==> src/rtl/tpu_pkg.sv <==
`default_nettype none
// ---------------------------------------------------------------------------
// tpu_pkg : loader state encoding, header tag and instruction-memory sizing
// Rev 1.0
// ---------------------------------------------------------------------------
package tpu_pkg;

  localparam int MAX_INSTR = 64;
  localparam int ADDR_W    = $clog2(MAX_INSTR);

  localparam logic [1:0] HDR_TAG = 2'b10;

  typedef enum logic [2:0] {
    IDLE      = 3'd0,
    RECV_HI   = 3'd1,
    RECV_LO   = 3'd2,
    RECV_CSUM = 3'd3,
    START     = 3'd4,
    RUN       = 3'd5
  } loader_state_t;

endpackage
`default_nettype wire

==> src/rtl/instruction_loader_if.sv <==
`default_nettype none
// ---------------------------------------------------------------------------
// instruction_loader_if : host byte stream, sequencer handshake, imem write port
// Rev 1.0
// ---------------------------------------------------------------------------
interface instruction_loader_if;
  import tpu_pkg::*;

  logic [7:0]        host_data;
  logic              host_valid;
  logic              host_ready;
  logic              exec_done;
  logic              fetch_ins;
  logic [ADDR_W-1:0] dma_address;
  logic [15:0]       ui_in;
  logic              start;
  logic              busy;
  logic              load_error;

  modport master (
    output host_data, host_valid, exec_done,
    input  host_ready, fetch_ins, dma_address, ui_in, start, busy, load_error
  );

  modport slave (
    input  host_data, host_valid, exec_done,
    output host_ready, fetch_ins, dma_address, ui_in, start, busy, load_error
  );

endinterface
`default_nettype wire

==> src/rtl/instruction_loader.sv <==
`default_nettype none
// ---------------------------------------------------------------------------
// instruction_loader : receives a checksummed frame of 16-bit instructions,
// writes them to instruction memory, then launches and waits on execution.
// Rev 1.0
// ---------------------------------------------------------------------------
module instruction_loader
  import tpu_pkg::*;
(
  input  logic                clk,
  input  logic                reset,
  instruction_loader_if.slave bus
);

  loader_state_t     state;
  loader_state_t     state_next;

  logic [ADDR_W-1:0] last_index;
  logic [ADDR_W-1:0] word_index;
  logic [7:0]        csum;
  logic [7:0]        hi_byte;
  logic              fetch_strobe;
  logic [ADDR_W-1:0] write_addr;
  logic [15:0]       write_word;
  logic              error_flag;

  logic              ready;
  logic              xfer;
  logic              hdr_ok;

  assign ready  = reset && (state inside {IDLE, RECV_HI, RECV_LO, RECV_CSUM});
  assign xfer   = bus.host_valid && ready;
  assign hdr_ok = (bus.host_data[7:6] == HDR_TAG);

  assign bus.host_ready  = ready;
  assign bus.busy        = reset && (state != IDLE);
  assign bus.start       = reset && (state == START);
  assign bus.fetch_ins   = fetch_strobe;
  assign bus.dma_address = write_addr;
  assign bus.ui_in       = write_word;
  assign bus.load_error  = error_flag;

  always_ff @(posedge clk) begin
    if (!reset) begin
      state <= IDLE;
    end else begin
      state <= state_next;
    end
  end

  always_comb begin
    state_next = state;
    case (state)
      IDLE: begin
        if (xfer && hdr_ok) begin
          state_next = RECV_HI;
        end
      end
      RECV_HI: begin
        if (xfer) begin
          state_next = RECV_LO;
        end
      end
      RECV_LO: begin
        if (xfer) begin
          state_next = (word_index == last_index) ? RECV_CSUM : RECV_HI;
        end
      end
      RECV_CSUM: begin
        if (xfer) begin
          state_next = (bus.host_data == csum) ? START : IDLE;
        end
      end
      START: begin
        state_next = RUN;
      end
      RUN: begin
        if (bus.exec_done) begin
          state_next = IDLE;
        end
      end
      default: begin
        state_next = IDLE;
      end
    endcase
  end

  // The index saturates at the final word so a 64-word frame never wraps.
  always_ff @(posedge clk) begin
    if (!reset) begin
      last_index   <= '0;
      word_index   <= '0;
      csum         <= '0;
      hi_byte      <= '0;
      fetch_strobe <= 1'b0;
      write_addr   <= '0;
      write_word   <= '0;
      error_flag   <= 1'b0;
    end else begin
      fetch_strobe <= 1'b0;
      if (xfer) begin
        case (state)
          IDLE: begin
            if (hdr_ok) begin
              last_index <= bus.host_data[ADDR_W-1:0];
              word_index <= '0;
              csum       <= '0;
              error_flag <= 1'b0;
            end else begin
              error_flag <= 1'b1;
            end
          end
          RECV_HI: begin
            hi_byte <= bus.host_data;
            csum    <= csum ^ bus.host_data;
          end
          RECV_LO: begin
            fetch_strobe <= 1'b1;
            write_addr   <= word_index;
            write_word   <= {hi_byte, bus.host_data};
            csum         <= csum ^ bus.host_data;
            if (word_index != last_index) begin
              word_index <= word_index + 1'b1;
            end
          end
          RECV_CSUM: begin
            if (bus.host_data != csum) begin
              error_flag <= 1'b1;
            end
          end
          default: begin
          end
        endcase
      end
    end
  end

endmodule
`default_nettype wire

==> src/flat_wrapper.sv <==
// flat-port wrapper written by rule: the top's interface ports become plain ports
module instruction_loader_flat import tpu_pkg::*;
  (clk, reset, bus_host_data, bus_host_valid, bus_exec_done, bus_host_ready, bus_fetch_ins, bus_dma_address, bus_ui_in, bus_start, bus_busy, bus_load_error);
  instruction_loader_if bus_i ();
  input  logic clk;
  input  logic reset;
  input wire logic [$bits(bus_i.host_data)-1:0] bus_host_data;
  input wire logic [$bits(bus_i.host_valid)-1:0] bus_host_valid;
  input wire logic [$bits(bus_i.exec_done)-1:0] bus_exec_done;
  output wire logic [$bits(bus_i.host_ready)-1:0] bus_host_ready;
  output wire logic [$bits(bus_i.fetch_ins)-1:0] bus_fetch_ins;
  output wire logic [$bits(bus_i.dma_address)-1:0] bus_dma_address;
  output wire logic [$bits(bus_i.ui_in)-1:0] bus_ui_in;
  output wire logic [$bits(bus_i.start)-1:0] bus_start;
  output wire logic [$bits(bus_i.busy)-1:0] bus_busy;
  output wire logic [$bits(bus_i.load_error)-1:0] bus_load_error;
  assign bus_i.host_data = bus_host_data;
  assign bus_i.host_valid = bus_host_valid;
  assign bus_i.exec_done = bus_exec_done;
  assign bus_host_ready = bus_i.host_ready;
  assign bus_fetch_ins = bus_i.fetch_ins;
  assign bus_dma_address = bus_i.dma_address;
  assign bus_ui_in = bus_i.ui_in;
  assign bus_start = bus_i.start;
  assign bus_busy = bus_i.busy;
  assign bus_load_error = bus_i.load_error;
  instruction_loader u_core (.clk(clk), .reset(reset), .bus(bus_i));
endmodule
==> config.mk <==
export PLATFORM = sky130hd
export DESIGN_NAME = instruction_loader_flat
export DESIGN_NICKNAME = d
export VERILOG_FILES = /design/src/rtl/tpu_pkg.sv /design/src/rtl/instruction_loader_if.sv /design/src/rtl/instruction_loader.sv /design/src/flat_wrapper.sv
export SDC_FILE = /design/constraint.sdc
export NUM_CORES = 1
export LEC_CHECK = 0
export CORE_MARGIN = 2
export CORE_UTILIZATION = 50
export CTS_BUF_LIST = sky130_fd_sc_hd__clkbuf_4 sky130_fd_sc_hd__clkbuf_8
export CTS_CLUSTER_SIZE = 40
export DETAILED_ROUTE_END_ITERATION = 7
export MAX_ROUTING_LAYER = met4
export PLACE_DENSITY = 0.78
export RECOVER_POWER = 25
export SKIP_CTS_REPAIR_TIMING = 1
export SLEW_MARGIN = 20
export SYNTH_ARGS = -nofsm -noshare
export SYNTH_HDL_FRONTEND = slang
export SYNTH_SLANG_ARGS = --single-unit
==> constraint.sdc <==
create_clock -name clk -period 1.4 [get_ports clk]
set_input_delay 0.28 -clock clk [delete_from_list [all_inputs] [get_ports clk]]
set_output_delay 0.28 -clock clk [all_outputs]
set_load 0.005 [all_outputs]
==> qor.yml, run 1 <==
outcome:
  status: "finished with violations"
  violations: "negative setup slack"
die:
  die_area_um2: 5620
  rows: 25
  start_util_pct: 52.6
  num_io_pins: 39
  die_x_um: 75.0
  core_um2: 4790
  die_y_um: 75.0
grt:
  antenna_found_initial: 0
  grt_pass1_vias: 2140
  grt_pass1_wl_um: 10000
  overflow: 0
  grt_usage_pct: 24.3
  grt_start_max_net_pins: 30
final_layout:
  fin_nets: 386
  fin_cells: 441
  drive_gt1_share_pct: 26.2
  final_core_util_pct: 77.0
  area.growth.synth_to_final_pct: 46.3
  antenna_cells: 0
synth:
  yosys.cell_types.count: 43
  syn_inst: 292
  synth_top_area_cell: "dfxtp_1"
  syn_area_per_cell_um2: 8.62
  synth_most_common_cell: "nand2_1"
  synth_common_cells: "nand2_1, dfxtp_1, a21boi_0"
  synth_ff_type: "dfxtp_1"
  synth_nets: 305
  yosysSeqAreaShare_pct: 43.7
  synth_top_area_share_pct: 43.7
  yosysWarnings: 0
  synth_edf_count: 0
  synth_area_um2: 2520
  async_flop_share_pct: 0
  synthTopCellsByArea: "dfxtp_1, a21boi_0, nand2_1"
  ys_ff_latch: 55
timing:
  timing.final.crit_share_pct: 111
  slew_viol_final: 0
  max_freq_mhz: 646
  tns_ns: -0.940
  fin_crit_ns: 1.55
  worstMarginPinSlew_ns: 0.344
  hold_viol: 0
  maxSlewHeadroom_pct: 76.9
  fin_skew_ns: 0.00809
  setup_viol: 13
  fin_ws_ns: -0.148
  grt_setup_unrepaired: "yes"
clock_tree:
  clock_path_buffers: 2
  clkTransAtPathRegs_ns: 0.10
  cts_tree: "yes"
  cts-htree-levels: 2
  clock_sinks: 55
  cts_root_buf: "clkbuf_8"
  worstSkewPairLatency_ns: 0.31
  numCtsBuffers: 5
place:
  placedCellCount: 426
  gp_congestion: 0.896
  io_buffer_count: 38
  hpwl_um: 4350
worst_setup_path:
  cp.depth: 6
  start_kind: "input pin"
  path_cells: "clkdlybuf4s50_1, nand2b_1, nand4_1, nor4_2, o221ai_1, a21boi_1"
  end_kind: "flip-flop"
  slowest_delay_ns: 0.56
  crit_required_ns: 1.64
  critical_path_class: "in -> reg"
  cpMaxStageDelayCell: "clkdlybuf4s50_1"
  r2r_cells: 5
  arrival_ns: 1.78
  cp_max_fo: 3
  critPathBufInv: 1
  cpLargestDelayFamily: "simple AND/OR/NAND/NOR gates"
routing:
  drt_first_iter_violations: 194
  drc: 0
  route.antenna.remaining_nets: 0
  via_per_inst: 5.38
  wire_per_inst_um: 16.1
  wl_um: 7120
  vias: 2373
  drtPass1Iterations: 5
power:
  power_density_nw_per_um2: 738
  p_clk_share_pct: 31.5
  sw_frac_of_total_pct: 24.3
  peakVddDrop_mv: 0.433
  p_seq_share_pct: 58.2
  leakage_nw: 1.80
  p_comb_share_pct: 10.3
  switchingPower_mw: 0.660
  p_int_mw: 2.06
run:
  drv_cap: 0
hold_path:
  min_delay_path_depth: 4
  min_path_type: "in -> reg"
## stage by stage
stage	area [µm²]	power [mW]	hold slack, ns	setup slack (ns)
floorplan	2520	1.73	0.425	-0.0126
global placement	3270	1.86	0.443	-0.546
detailed placement	3270	1.87	0.442	-0.590
CTS	3360	2.69	0.455	-0.544
global route	3680	2.80	0.441	-0.220
finish	3680	2.72	0.437	-0.148
## logic make-up after synthesis
group,share of synthesized area (%)
and+or+nand+nor,26.7
DFF,43.7
muxes,3.18
xor gates and xnor gates,3.83
buffers and inverters,3.38
adders and majority gates,0.497
AOI/OAI and AO/OA,18.6
## layer usage
metal  GRT usage [%]  part of all wire (%)  vias up
li1                -                     -     1155
met1            31.6                    43     1122
met2            39.7                    50       87
met3            3.75                   5.5        9
met4            6.55                   1.6        0
met5               -                     0        -
## power groups by stage
stage / logic (mW) / registers (mW) / clock network [mW]
2_1_floorplan: 0.113 / 1.62 / 0
3_3_place_gp: 0.239 / 1.62 / 0
3_5_place_dp: 0.244 / 1.62 / 0
4_1_cts: 0.245 / 1.59 / 0.855
5_1_grt: 0.298 / 1.58 / 0.914
6_report: 0.279 / 1.58 / 0.857
## placed cells by master, fill, tap and decap left out, types with 7 or more instances in the layout
master and instances:
dlymetal6s2s_1 31, a21boi_1 18, dfxtp_1 39, nand2b_1 9, nand2_1 61, xnor2_1 10, a21boi_0 18, mux2i_1 7
nand3_1 11, buf_4 42, nor2b_1 15, o21ai_0 11, dfxtp_2 12
## flip-flops by register name, indices dropped and copies added (netlist names)
name                    count
u_core.bus.dma_address      6
u_core.bus.load_error       1
u_core.csum                 8
u_core.bus.fetch_ins        1
u_core.state                3
u_core.hi_byte              8
u_core.bus.ui_in           16
u_core.word_index           6
u_core.last_index           6
## final cells by class
class,count,area [µm²]
Inverter,3,18.8
Multi-Input combinational cell,218,1440
Clock inverter,3,15.0
Sequential cell,55,1130
Timing Repair Buffer,90,930
Tap cell,67,83.8
Fill cell,339,1100
Clock buffer,5,68.8
## worst reg2reg max path, stage by stage, from the launching register on
cell	delay [ns]
dfxtp_4	0.38
nand3b_4	0.17
a211oi_4	0.28
o21ai_4	0.13
or3_1	0.39
a21oi_1	0.13
## path summary, 6_finish.rpt
check                 startpoint                    to  slack (ns)
max             bus_host_data[3]       u_core.state[2]       -0.15
min             bus_host_data[5]   u_core.bus.ui_in[5]        0.44
max reg2reg      u_core.state[2]  u_core.word_index[3]       -0.14
min reg2reg  u_core.bus.ui_in[5]   u_core.bus.ui_in[5]        0.45
Power figures use the tool's default switching activity.
==> run 2, diff against run 1 <==
--- a/config.mk
+++ b/config.mk
@@ -10,6 +10,7 @@
 export CTS_BUF_LIST = sky130_fd_sc_hd__clkbuf_4 sky130_fd_sc_hd__clkbuf_8
 export CTS_CLUSTER_SIZE = 40
 export DETAILED_ROUTE_END_ITERATION = 7
+export HOLD_SLACK_MARGIN = 0.02
 export MAX_ROUTING_LAYER = met4
 export PLACE_DENSITY = 0.78
 export RECOVER_POWER = 25
==> results of run 2 <==
No change in the layout: final DEF, timing and power equal those of run 1.
